===== config.mk =====
export PLATFORM = sky130hd
export DESIGN_NAME = multicycle_control_unit
export DESIGN_NICKNAME = d
export VERILOG_FILES = /design/src/rtl/multicycle_control_unit.sv
export SDC_FILE = /design/constraint.sdc
export NUM_CORES = 1
export LEC_CHECK = 0
export CORE_MARGIN = 3
export CORE_UTILIZATION = 47
export DETAILED_ROUTE_END_ITERATION = 10
export PLACE_DENSITY = 0.79
export SYNTH_ARGS = -nofsm -noshare
export SYNTH_HDL_FRONTEND = slang
export SYNTH_SLANG_ARGS = --single-unit

===== constraint.sdc =====
create_clock -name clock -period 2.6 [get_ports clock]
set_input_delay 0.52 -clock clock [delete_from_list [all_inputs] [get_ports clock]]
set_output_delay 0.52 -clock clock [all_outputs]
set_load 0.03 [all_outputs]

===== src/rtl/multicycle_control_unit.sv =====
// multicycle_control_unit
//   Multi-cycle instruction sequencer. Each instruction is walked through
//   FETCH -> DECODE -> EXEC -> (MEM) -> (WB) -> RETIRE, with optional IRQ
//   entry after RETIRE. The unit drives one-hot-ish strobes to the datapath,
//   register file, data memory and I/O ports.
//
// Ports
//   clock, reset        rising-edge clock, synchronous active-high reset
//   controle            instruction control field (class/i/s/load/link/func)
//   irq, irq_enable     level interrupt request and its enable
//   io_in_valid         input device has data
//   io_out_ready        output device accepts data
//   ir_write            latch instruction (FETCH)
//   pc_inc, jump        PC update on retire (sequential / branch target)
//   alu_sel             ALU operation (0100 = pass/ADD when idle)
//   reg_write, mem_write, mem_to_reg   register-file / memory strobes
//   link, s, i          pass-through of controle[5], [7], [8]
//   io_in_ready, io_out_valid          I/O handshakes
//   rbaselim_write, interrupt_write, finish_interrupt  system-op strobes
//   irq_ack             interrupt entry strobe
//   illegal_op          undefined opcode strobe (on RETIRE)
//   busy                state != FETCH
module multicycle_control_unit #(
    parameter int CTRL_W     = 11,
    parameter int SEL_W      = 4,
    parameter int MUL_CYCLES = 2,
    parameter int DIV_CYCLES = 8,
    parameter int CNT_W      = 4
) (
    input  logic              clock,
    input  logic              reset,
    input  logic [CTRL_W-1:0] controle,
    input  logic              irq,
    input  logic              irq_enable,
    input  logic              io_in_valid,
    input  logic              io_out_ready,
    output logic              ir_write,
    output logic              pc_inc,
    output logic              jump,
    output logic [SEL_W-1:0]  alu_sel,
    output logic              reg_write,
    output logic              mem_write,
    output logic              mem_to_reg,
    output logic              link,
    output logic              s,
    output logic              i,
    output logic              io_in_ready,
    output logic              io_out_valid,
    output logic              rbaselim_write,
    output logic              interrupt_write,
    output logic              finish_interrupt,
    output logic              irq_ack,
    output logic              illegal_op,
    output logic              busy
);

    typedef enum logic [3:0] {
        S_FETCH, S_DECODE, S_EXEC, S_MEM, S_WB,
        S_IO_IN, S_IO_OUT, S_RETIRE, S_IRQ
    } state_t;

    localparam logic [1:0] C_ALU = 2'b00;
    localparam logic [1:0] C_MEM = 2'b01;
    localparam logic [1:0] C_BR  = 2'b10;
    localparam logic [1:0] C_SYS = 2'b11;

    localparam logic [3:0] F_TST  = 4'b1000;
    localparam logic [3:0] F_CMP  = 4'b1010;
    localparam logic [3:0] F_MUL  = 4'b1110;
    localparam logic [3:0] F_UDIV = 4'b1111;

    localparam logic [3:0] F_NOP  = 4'b0000;
    localparam logic [3:0] F_IN   = 4'b0001;
    localparam logic [3:0] F_OUT  = 4'b0010;
    localparam logic [3:0] F_FIN  = 4'b0011;
    localparam logic [3:0] F_SBL  = 4'b0100;
    localparam logic [3:0] F_SIR  = 4'b0101;

    localparam logic [SEL_W-1:0] ALU_PASS = SEL_W'(4'b0100);

    state_t           state;
    logic [CNT_W-1:0] cnt;
    logic [1:0]       cls_q;
    logic [3:0]       fn_q;
    logic             ld_q;
    logic             ill_q;

    logic [1:0]       cls_d;
    logic [3:0]       fn_d;
    logic             legal_d;
    logic             ctrl_unused;

    assign cls_d = controle[CTRL_W-1 -: 2];
    assign fn_d  = controle[3:0];
    assign link  = controle[5];
    assign s     = controle[7];
    assign i     = controle[8];
    assign busy  = (state != S_FETCH);
    assign ctrl_unused = controle[4];

    function automatic logic is_legal(input logic [1:0] c, input logic [3:0] f);
        logic ok;
        ok = 1'b1;
        if (c == C_ALU)
            ok = !(f == 4'b0000 || f == 4'b0100 || f == 4'b1001 || f == 4'b1011);
        else if (c == C_SYS)
            ok = (f <= F_SIR);
        return ok;
    endfunction

    function automatic logic [SEL_W-1:0] alu_enc(input logic [3:0] f);
        logic [SEL_W-1:0] a;
        case (f)
            4'b0001, 4'b1000: a = SEL_W'(4'b0000);   // AND, TST
            4'b0010:          a = SEL_W'(4'b0001);   // EOR
            4'b0011, 4'b1010: a = SEL_W'(4'b0011);   // SUB, CMP
            4'b1100:          a = SEL_W'(4'b0010);   // ORR
            4'b1110:          a = SEL_W'(4'b0101);   // MUL
            4'b1111:          a = SEL_W'(4'b0110);   // UDIV
            default:          a = ALU_PASS;          // ADD, MRS, MSR, MOV
        endcase
        return a;
    endfunction

    assign legal_d = is_legal(cls_d, fn_d);

    // Sequencer. Class/func are captured in DECODE so the strobes of later
    // states depend only on registered state.
    always_ff @(posedge clock) begin
        if (reset) begin
            state <= S_FETCH;
            cnt   <= '0;
            cls_q <= '0;
            fn_q  <= '0;
            ld_q  <= 1'b0;
            ill_q <= 1'b0;
        end else begin
            case (state)
                S_FETCH: state <= S_DECODE;
                S_DECODE: begin
                    cls_q <= cls_d;
                    fn_q  <= fn_d;
                    ld_q  <= controle[6];
                    ill_q <= !legal_d;
                    cnt   <= '0;
                    if (!legal_d) begin
                        state <= S_RETIRE;
                    end else begin
                        case (cls_d)
                            C_ALU: begin
                                state <= S_EXEC;
                                if (fn_d == F_MUL)
                                    cnt <= CNT_W'(MUL_CYCLES - 1);
                                else if (fn_d == F_UDIV)
                                    cnt <= CNT_W'(DIV_CYCLES - 1);
                            end
                            C_SYS: begin
                                case (fn_d)
                                    F_NOP:   state <= S_RETIRE;
                                    F_IN:    state <= S_IO_IN;
                                    F_OUT:   state <= S_IO_OUT;
                                    default: state <= S_EXEC;
                                endcase
                            end
                            default: state <= S_EXEC;
                        endcase
                    end
                end
                S_EXEC: begin
                    if (cnt != '0)
                        cnt <= cnt - 1'b1;
                    else if (cls_q == C_ALU)
                        state <= S_WB;
                    else if (cls_q == C_MEM)
                        state <= S_MEM;
                    else
                        state <= S_RETIRE;
                end
                S_MEM:    state <= ld_q ? S_WB : S_RETIRE;
                S_WB:     state <= S_RETIRE;
                S_IO_IN:  if (io_in_valid)  state <= S_RETIRE;
                S_IO_OUT: if (io_out_ready) state <= S_RETIRE;
                // Interrupts are only taken at the instruction boundary.
                S_RETIRE: state <= (irq && irq_enable) ? S_IRQ : S_FETCH;
                S_IRQ:    state <= S_FETCH;
                default:  state <= S_FETCH;
            endcase
        end
    end

    // Strobe decode. Reset masks everything so an aborted instruction emits
    // nothing on the reset cycle. IN's reg_write follows io_in_valid so the
    // register file captures data in the handshake cycle itself.
    always_comb begin
        ir_write         = 1'b0;
        pc_inc           = 1'b0;
        jump             = 1'b0;
        alu_sel          = ALU_PASS;
        reg_write        = 1'b0;
        mem_write        = 1'b0;
        mem_to_reg       = 1'b0;
        io_in_ready      = 1'b0;
        io_out_valid     = 1'b0;
        rbaselim_write   = 1'b0;
        interrupt_write  = 1'b0;
        finish_interrupt = 1'b0;
        irq_ack          = 1'b0;
        illegal_op       = 1'b0;
        if (reset) begin
            alu_sel = '0;
        end else begin
            case (state)
                S_FETCH: ir_write = 1'b1;
                S_EXEC: begin
                    if (cls_q == C_ALU)
                        alu_sel = alu_enc(fn_q);
                    if (cls_q == C_SYS) begin
                        finish_interrupt = (fn_q == F_FIN);
                        rbaselim_write   = (fn_q == F_SBL);
                        interrupt_write  = (fn_q == F_SIR);
                    end
                end
                S_MEM: begin
                    mem_to_reg = ld_q;
                    mem_write  = !ld_q;
                end
                S_WB: begin
                    mem_to_reg = (cls_q == C_MEM);
                    reg_write  = (cls_q == C_MEM) || !(fn_q == F_TST || fn_q == F_CMP);
                end
                S_IO_IN: begin
                    io_in_ready = 1'b1;
                    reg_write   = io_in_valid;
                end
                S_IO_OUT: io_out_valid = 1'b1;
                S_RETIRE: begin
                    jump       = (cls_q == C_BR) && !ill_q;
                    pc_inc     = !((cls_q == C_BR) && !ill_q);
                    illegal_op = ill_q;
                end
                S_IRQ:   irq_ack = 1'b1;
                default: ;
            endcase
        end
    end

endmodule


# ---- Yosys cells after proc, flatten, opt, wreduce, memory -nomap -nowiden
# Memory sizes are Yosys's and may differ from the RTL's. A register that Yosys moved wholly into a read port is not among the register bits.
# Index checks and enable logic that the tools add are counted.
dict set report word_totals {
  regBits 16
  mem_bits_ro 48
  inputBits 17
  output_inout_bits 21
  word_cells 112
  memories 1
}
dict set report op_classes {
  n_addsub 1
  order_cmp 1
  eq_ne 28
  muxes 53
  reduce_logical 22
}
# name depth width read_ports rd_clocked_by_memory_dff write_ports line
set mem_list {}
lappend mem_list {{(name not given)} 16 3 1 1 0 113} ;# case (f)
# operator n
set ops {}
lappend ops {{$mux 4} 10}
lappend ops {{$pmux 4 s8} 1}
lappend ops {{$mux 1} 29}
lappend ops {{$eq 4x3->1 const B} 7}
lappend ops {{$eq 4x4->1 const B} 7}
lappend ops {{$mux 3} 8}
lappend ops {{$eq 4x2->1 const B} 4}
lappend ops {{$pmux 3 s3} 1}
lappend ops {{$eq 4x1->1 const B} 2}
lappend ops {{$logic_not 4->1} 2}
lappend ops {{$ne 2x2->1 const B} 4}
lappend ops {{$pmux 4 s2} 1}
lappend ops {{$reduce_bool 4->1} 2}
lappend ops {{$eq 2x2->1 const B} 3}
lappend ops {{$logic_not 1->1} 6}
lappend ops {{$logic_or 1x1->1} 5}
lappend ops {{$le 4x3->1 const B} 1}
lappend ops {{$logic_not 2->1} 2}
lappend ops {{$pmux 1 s2} 2}
lappend ops {{$sub 4x1->4 const B} 1}
lappend ops {{$reduce_and 3->1} 1}
lappend ops {{$eq 2x1->1 const B} 1}
lappend ops {{$logic_and 1x1->1} 2}
lappend ops {{$mux 2} 1}
lappend ops {{other kinds (2)} 2}

# ---- Logic depth before layout (Yosys ltp)
# Gate-level depths: netlist (run 1).
dict set report depth {
  word_depth 8
  ltp_mapped 10
  mapped_depth_nobuf 9
}

# ---- Worst setup path after synthesis (run 1)
# No wires, ideal clock.
dict set report synth_timing {
  kind {register to output}
  from {register state[3]}
  to {output port rbaselim_write}
  t_arrival_ps 2010
  t_required_ps 2080
  path_slack_ps 70
  path_stages_with_launch 6
  path_buffers 1
  cell_sequence {dfxtp_1 -> buf_2 -> nor2_1 -> nand3_1 -> nor4_1 -> nor4bb_1}
}
dict set report synth_between {
  elab_chain_len 3
}
# element line
set synth_rtl {}
lappend synth_rtl {{start: declaration} 81} ;# state_t state;
lappend synth_rtl {{start signal: assignment} 179} ;# S_MEM: state <= ld_q ? S_WB : S_RETIRE;
lappend synth_rtl {{start signal: assignment} 184} ;# S_RETIRE: state <= (irq && irq_enable) ? S_IRQ : S_FETCH;
lappend synth_rtl {{$eq 4x2->1} 212} ;# case (state)
lappend synth_rtl {{$mux 1} 212}
lappend synth_rtl {{$mux 1} 209} ;# if (reset) begin
lappend synth_rtl {{end: declaration} 49} ;# output logic rbaselim_write,
# Every way passes these cells.

# ---- Worst setup path in the final report (run 1)
dict set report layout_timing {
  from {input port reset}
  to {output port rbaselim_write}
}
dict set report layout_between {
  elab_chain_len 1
}
# element line
set layout_rtl {}
lappend layout_rtl {{start: declaration} 31} ;# input logic reset,
lappend layout_rtl {{$mux 1} 209}
# Every way passes these cells.

==> results of run 1 <==
layout make-up:
cell class                      instances  area (um2)
Tap cell                               30        37.5
Clock inverter                          1        5.00
Clock buffer                            3        22.5
Sequential cell                        19         380
Inverter                                7        26.3
Fill cell                             238         920
Multi-Input combinational cell        137         865
Timing Repair Buffer                   40         334
layer usage:
metal  vias to the layer above  GRT usage (%)
met4                         0           6.15
met5                         -              0
met1                       676           25.4
li1                        691              -
met3                         9           4.14
met2                        48           39.5
where the power goes:
group | switching (mW) | internal [mW]
logic | 0.506 | 0.345
clock network | 0.101 | 0.0575
registers | 0.0772 | 0.380
cells in the mapped netlist (5+ instances only):
library cell   n  area [um2]
ha_1           5        62.6
inv_1          7        26.3
a211oi_1       5        37.5
nand2_1       21        78.8
clkbuf_1       6        22.5
a21oi_1       15        75.1
and3_1         8        50.1
buf_4          5        37.5
nor3_1         5        25.0
dfxtp_1       19         380
nor2_1        21        78.8
o21ai_0        8        40.0
tightest hold or removal path, cell delays in order, from the launching register on:
cell	delay (ns)
dfxtp_1	0.35
nand2_1	0.06
a21oi_1	0.06
timing repair:
action	4_1_cts	5_1_grt
endpoints found under the setup margin	1	2
resized for setup	1	2
hold buffers	0	0
cells by family after synthesis:
| kind of cell | count (synthesis) |
|---|---|
| compound gates | 44 |
| xor+xnor | 2 |
| fa+ha+maj | 5 |
| buf+inv | 22 |
| flops | 19 |
| mux | 2 |
| other cells | 1 |
| simple gates | 83 |
how the worst max path moves through the flow:
stage                                     start        endpoint  depth (start not counted)
after global routing                      reset  rbaselim_write                          5
after CTS                                 reset  rbaselim_write                          5
after global placement                    reset  rbaselim_write                          5
after detailed placement                  reset  rbaselim_write                          5
after floorplan           state[3]$_SDFFE_PP0P_  rbaselim_write                          5
final                                     reset  rbaselim_write                          5
stage by stage:
step / power, mW / utilization (%) / instances / instance area [um2]
2_1_floorplan: 1.05 / - / 178 / 1340
3_3_place_gp: 1.26 / 63.0 / 233 / 1630
3_5_place_dp: 1.30 / 63.0 / 233 / 1630
4_1_cts: 1.46 / 64.0 / 237 / 1660
5_1_grt: 1.58 / 64.5 / 237 / 1670
6_report: 1.47 / 64.5 / 237 / 1670
==> impl_metrics.toml, run 1 <==
[run_status]
status = "finished, final reports clean"

[sta]
final.setup.tns_ns = 0
setup_viol = 0
layout_setup_ws_ns = 0.0494
whs_ns = 0.513
post-route-period-util_pct = 98.1
slew_viol_final = 0
max_freq_ghz = 0.392
fin_skew_ns = 0.00509
fin_crit_ns = 2.55
rsz0062_at_grt = "false"
finalHoldViolCount = 0

[critical_path]
r2r_start = "state[1]$_SDFFE_PP0P_"
endpoint_kind = "output port"
worst-path-buf-inv = 3
crit_family = "buffers and inverters"
slowest_stage = "clkdlybuf4s50_1"
crit_type = "in2out"
path_max_fanout = 8
reg2reg_slack_ns = 0.43
cp_cell_sequence = "clkdlybuf4s50_1, buf_4, nor4_2, nor4bb_1, buf_4"
critical_path.max_stage_delay_ns = 0.46
cp_common_cell = "buf_4"
worstRegToRegCells = 9
crit_required_ns = 2.08
start_kind = "primary input"
cp_data_arrival_time_ns = 2.03

[power_and_ir_drop]
leakage_nw = 0.696
power_density_nw_per_um2 = 878
ir_drop_mv = 0.648

[global_routing]
overflow = 0
grt_pass1_wl_mm = 5.91
antenna_found_initial = 0
grt_pass1_vias = 1303
track_usage_pct = 21.7
grt_start_max_net_pins = 16

[die]
initial_core_util_pct = 51.6
chipHeight_um = 59.3
die_w_um = 59.3
rows = 18
top_level_ports = 38
die_area_um2 = 3520
coreArea_um2 = 2590

[route]
wl_met1_mm = 1.48
first_pass_iters = 4
vias = 1424
wl_met3_um = 209
routed_wirelength_mm = 3.63
via_per_inst = 6.01
drtIter0Drc = 56
drc = 0
top_layer_used = "met4"
ant_nets = 0
wire_per_inst_um = 15.3
wl_met2_mm = 1.88

[finish]
area_delta_synth_final_pct = 24.9
final_common_cell = "buf_4"
drive_above_1_share_pct = 18.4
final_cell_mix = "buf_4 (26), nand2_1 (21), nor2_1 (21)"
antenna_cells = 0
final_nets = 230

[worst_hold_path]
min_delay_worst_endpoint = "ld_q$_SDFFE_PP0N_"
min_from = "ld_q$_SDFFE_PP0N_"
min_path_cells = 2
hold_path.class = "reg2reg"

[synthesis]
synthAdderAreaFrac_pct = 4.68
yosys_warnings = 0
synth_top_family_by_area = "simple AND/OR/NAND/NOR gates"
async_flop_share_pct = 0
synth-simple-area-share_pct = 34.9
syn-num-nets = 200
synth_cell_type_count = 50
synth_seq_cells = 19
synth-edff-count = 0
synth_compound_gate_area_share_pct = 21.0
seq_area_frac_synth_pct = 28.4
avgSynthCellArea_um2 = 7.51
synth.mux.area_fraction_pct = 1.50
synth_xor_area_share_pct = 1.31
syn_inst = 178
syn_area_um2 = 1340
ys.flop_type = "dfxtp_1"

[placement]
dpl.hpwl_mm = 2.80
place_ws_ns = 0.0361
routabilityCongestion = 0.912
io_buffers = 29

[cts]
clockRootBuffer = "clkbuf_4"
numCtsBuffers = 3
htreeDepth = 1
insertion_delay_ns = 0.31
path_clk_slew_ns = 0.11
cts_tree = "built"
cts.sinks = 19
clk_path_buf_depth = 2
postCtsSetupBuffers = 0

[run]
drv_cap = 0
Power figures use the tool's default switching activity.
==> run 2, diff against run 1 <==
- PLACE_DENSITY: 0.79 -> default
- PLACE_DENSITY_LB_ADDON: default -> 0.08
- SETUP_SLACK_MARGIN: default -> 0.2
==> impl_metrics.toml, run 2 (synthesis gave the netlist of run 1 again) <==
[placement]
place_ws_ns = 0.0649
placed_area_um2 = 1630
routabilityCongestion = 0.786
dpl.hpwl_mm = 2.74
io_buffers = 29
dp.cells = 231

[sta]
setup_viol = 0
layout_setup_ws_ns = 0.185
max-slew-margin-rel_pct = 62.5
finalHoldViolCount = 0
rsz0062_at_grt = "true"
final.setup.tns_ns = 0
post-route-period-util_pct = 92.9
slew_viol_final = 0
worstMarginPinSlew_ns = 0.560
fin_crit_ns = 2.42
fin_skew_ns = 0.00135
whs_ns = 0.524
max_freq_ghz = 0.414

[finish]
instances_no_fill = 235
multi_input_area_um2 = 902
fillers = 220
antenna_cells = 0
final_util_pct = 65.3
final_nets = 228
final_cell_mix = "buf_4 (22), nand2_1 (21), nor2_1 (20)"
area_delta_synth_final_pct = 26.5
final_common_cell = "buf_4"
drive_above_1_share_pct = 19.5
seq_area_um2 = 380
design_area_um2 = 1690

[die]
die_w_um = 59.3
top_level_ports = 38
chipHeight_um = 59.3
die_area_um2 = 3520
coreArea_um2 = 2590
initial_core_util_pct = 51.6
rows = 18

[cts]
hold_buffers = 0
path_clk_slew_ns = 0.11
cts_tree = "built"
numCtsBuffers = 3
htreeDepth = 1
insertion_delay_ns = 0.30
cts.sinks = 19
postCtsSetupBuffers = 0
clk_path_buf_depth = 2
clockRootBuffer = "clkbuf_4"

[route]
vias = 1416
routed_wirelength_mm = 3.78
drc = 0
via_per_inst = 6.03
drtIter0Drc = 67
wire_per_inst_um = 16.1
first_pass_iters = 4
ant_nets = 0

[worst_hold_path]
hold_path.class = "reg2reg"
min_path_cells = 2

[critical_path]
path_max_fanout = 4
crit_required_ns = 2.08
cp_cell_sequence = "nor2_1, nand3_2, nor4_4, nor4bb_2, buf_4"
cp_num_cells = 5
cp_data_arrival_time_ns = 1.90
start_kind = "register"
crit_family = "simple AND/OR/NAND/NOR gates"
crit_type = "reg2out"
reg2reg_slack_ns = 0.48
slowest_stage = "dfxtp_1"
critical_path.max_stage_delay_ns = 0.35
endpoint_kind = "output port"
worst-path-buf-inv = 1
worstRegToRegCells = 9

[global_routing]
grt_pass1_wl_mm = 5.87
antenna_found_initial = 0
overflow = 0
gr-usage-met2_pct = 36.5
grt_pass1_vias = 1291
grt_start_max_net_pins = 16
track_usage_pct = 21.6
use_met1_pct = 28.7
use_met3_pct = 2.40
busiest_layer = "met2"

[run_status]
status = "finished, final reports clean"

[power_and_ir_drop]
fin_total_pwr_mw = 1.49
leakage_nw = 0.692
ir_drop_mv = 0.654
power_density_nw_per_um2 = 881

[run]
drv_cap = 0
[run 2: changes by cell type in the layout (fill, tap and decap cells not counted), sizes merged]
cell	previous run	this run
dlygate4sd2	1	0
clkbuf	3	6
dlymetal6s2s	0	1
clkdlybuf4s50	13	12
clkinv	1	0
buf	26	23
[run 2: metal layers]
layer	vias up	wire length (um)
li1	684	-
met1	686	1680
met2	42	1890
met3	4	184
met4	0	24
met5	-	0
[run 2: layout make-up]
cell class                 count  share of cell area, %
timing repair buffer          38                   18.9
clock buffer                   4                   1.55
tap                           30                   2.22
sequential                    19                   22.5
multi-input combinational    137                   53.3
inverter                       7                   1.55
[run 2: what timing repair did]
item                       CTS  global route
setup endpoints to repair    6             9
cloned                       0             0
gates resized for setup      4            10
[run 2: path summary, 6_finish.rpt]
| check | start | to |
|---|---|---|
| max | state[3]$_SDFFE_PP0P_ | rbaselim_write |
| min | ld_q$_SDFFE_PP0N_ | ld_q$_SDFFE_PP0N_ |
| max reg2reg | state[1]$_SDFFE_PP0P_ | register |
| min reg2reg | ld_q$_SDFFE_PP0N_ | ld_q$_SDFFE_PP0N_ |
[run 2: worst register-to-register path, delay by kind of cell (launching register included)]
kind / cells / cell delay, ns
buffers and inverters: 2 / 0.27
and+or+nand+nor: 4 / 0.88
adders and majority gates: 1 / 0.27
DFF: 1 / 0.35
AOI/OAI and AO/OA: 2 / 0.30
[run 2: where the power goes]
part	internal (mW)	switching, mW	total (mW)
combinational	0.343	0.525	0.868
clock	0.0598	0.0996	0.159
sequential	0.380	0.0829	0.463
total	0.783	0.708	1.49
==> run 3, diff against run 2 <==
- CORE_MARGIN: 3 -> 5
- CORE_UTILIZATION: 47 -> 43
- clock period: 2.6 -> 1.95 ns (I/O delays scaled with it)
==> impl_metrics.toml, run 3 (synthesis gave the netlist of run 1 again) <==
[global_routing]
use_met1_pct = 23.8
antenna_found_initial = 0
grt_pass1_vias = 1481
use_met3_pct = 5.10
grt_start_max_net_pins = 14
overflow = 0
gr-usage-met2_pct = 36.9
busiest_layer = "met2"
track_usage_pct = 20.1
grt_pass1_wl_mm = 6.97

[power_and_ir_drop]
pwr-share-comb_pct = 62.5
swShare_pct = 45.7
p_sw_mw = 1.07
power_frac_seq_pct = 28.8
leakage_nw = 0.843
p_int_mw = 1.28
p_clk_share_pct = 8.7
power_density_nw_per_um2 = 1110
ir_drop_mv = 0.653

[run_status]
status = "finished with violations"
violations = "setup timing"

[placement]
dpl.hpwl_mm = 3.00
routabilityCongestion = 0.829
io_buffers = 29
placed_area_um2 = 1790

[route]
drtIter0Drc = 91
via_per_inst = 5.51
ant_nets = 0
vias = 1516
wire_per_inst_um = 15.3
routed_wirelength_mm = 4.20
first_pass_iters = 4
drc = 0

[sta]
post-route-period-util_pct = 101
final.setup.tns_ns = -0.0381
finalHoldViolCount = 0
fin_crit_ns = 1.97
whs_ns = 0.524
setup_viol = 4
fin_skew_ns = 0.0102
slew_viol_final = 0
max_freq_ghz = 0.508
layout_setup_ws_ns = -0.0200
rsz0062_at_grt = "true"

[critical_path]
r2r_start = "state[3]$_SDFFE_PP0P_"
start_kind = "register"
cp_data_arrival_time_ns = 1.58
crit_end = "jump"
startpoint = "state[1]$_SDFFE_PP0P_"
crit_type = "reg2out"
crit_required_ns = 1.56
reg2reg_slack_ns = 0.03
endpoint_kind = "output port"
worstRegToRegCells = 8
path_max_fanout = 6

[finish]
design_area_um2 = 2130
final_common_cell = "buf_4"
final_nets = 254
antenna_cells = 0
seq_area_um2 = 400
multi_input_area_um2 = 1040
area_delta_synth_final_pct = 58.9
drive_above_1_share_pct = 42.9
fillers = 234
final_cell_mix = "buf_4 (35), nand2_1 (19), nor2_1 (16), buf_6 (16)"

[worst_hold_path]
hold_path.class = "reg2reg"

[cts]
clk_path_buf_depth = 2
cts.sinks = 19
cts_tree = "built"
insertion_delay_ns = 0.30
clockRootBuffer = "clkbuf_4"
hold_buffers = 0
numCtsBuffers = 3
htreeDepth = 1
path_clk_slew_ns = 0.12

[die]
die_area_um2 = 4330
rows = 20
initial_core_util_pct = 44.2
chipHeight_um = 65.8
top_level_ports = 38
die_w_um = 65.8
coreArea_um2 = 3030

[run]
drv_cap = 0
[run 3: stage by stage]
step           setup WS, ns  utilization (%)  cells  power (mW)
6_report            -0.0200             70.2    275        2.35
5_1_grt              -0.145             70.2    275        2.53
4_1_cts             -0.0248             68.3    271        2.25
3_5_place_dp         -0.231             59.0    258        1.82
3_3_place_gp         -0.173             59.0    258        1.79
2_1_floorplan        0.0535                -    178        1.45
[run 3: critical path, cell delays in order, from the launching register on]
cell and delay, ns:
dfxtp_4 0.42, buf_4 0.17, nand3b_1 0.17, nor2_2 0.17, and3_1 0.18, buf_4 0.16
[run 3: final cells by class]
type / count / share of cell area [%]
Sequential cell: 19 / 18.8
Inverter: 7 / 1.24
Timing Repair Buffer: 64 / 27.0
Tap cell: 44 / 2.59
Clock buffer: 4 / 1.24
Multi-Input combinational cell: 137 / 49.1
[run 3: repair_timing]
| action | 4_1_cts | 5_1_grt |
|---|---|---|
| pin swaps | 10 | 4 |
| setup endpoints to repair | 22 | 24 |
| gates resized for setup | 53 | 9 |
| buffers inserted | 9 | 4 |
[run 3: how the worst min path moves through the flow]
| stage | from | to | slack (ns) | depth (start not counted) |
|---|---|---|---|---|
| floorplan | reset | fn_q[3]$_SDFFE_PP0N_ | 0.47 | 1 |
| global placement | cnt[1]$_SDFFE_PP0P_ | cnt[1]$_SDFFE_PP0P_ | 0.50 | 2 |
| detailed placement | ld_q$_SDFFE_PP0N_ | ld_q$_SDFFE_PP0N_ | 0.51 | 2 |
| CTS | cls_q[0]$_SDFFE_PP0N_ | cls_q[0]$_SDFFE_PP0N_ | 0.53 | 2 |
| global route | cls_q[0]$_SDFFE_PP0N_ | cls_q[0]$_SDFFE_PP0N_ | 0.55 | 2 |
| finish | ld_q$_SDFFE_PP0N_ | ld_q$_SDFFE_PP0N_ | 0.52 | 2 |
[run 3: layer usage]
layer | share of wire (%) | vias up | wire, um
li1 | - | 738 | -
met1 | 40 | 737 | 1670
met2 | 54 | 39 | 2280
met3 | 5.5 | 2 | 229
met4 | 0.40 | 0 | 17
met5 | 0 | - | 0
[run 3: power by group through the flow]
| stage | Sequential (mW) | Combinational [mW] | Clock [mW] |
|---|---|---|---|
| final | 0.677 | 1.47 | 0.204 |
| after floorplan | 0.610 | 0.839 | 0 |
| after global routing | 0.703 | 1.60 | 0.230 |
| after detailed placement | 0.660 | 1.16 | 0 |
| after CTS | 0.671 | 1.37 | 0.209 |
| after global placement | 0.654 | 1.13 | 0 |
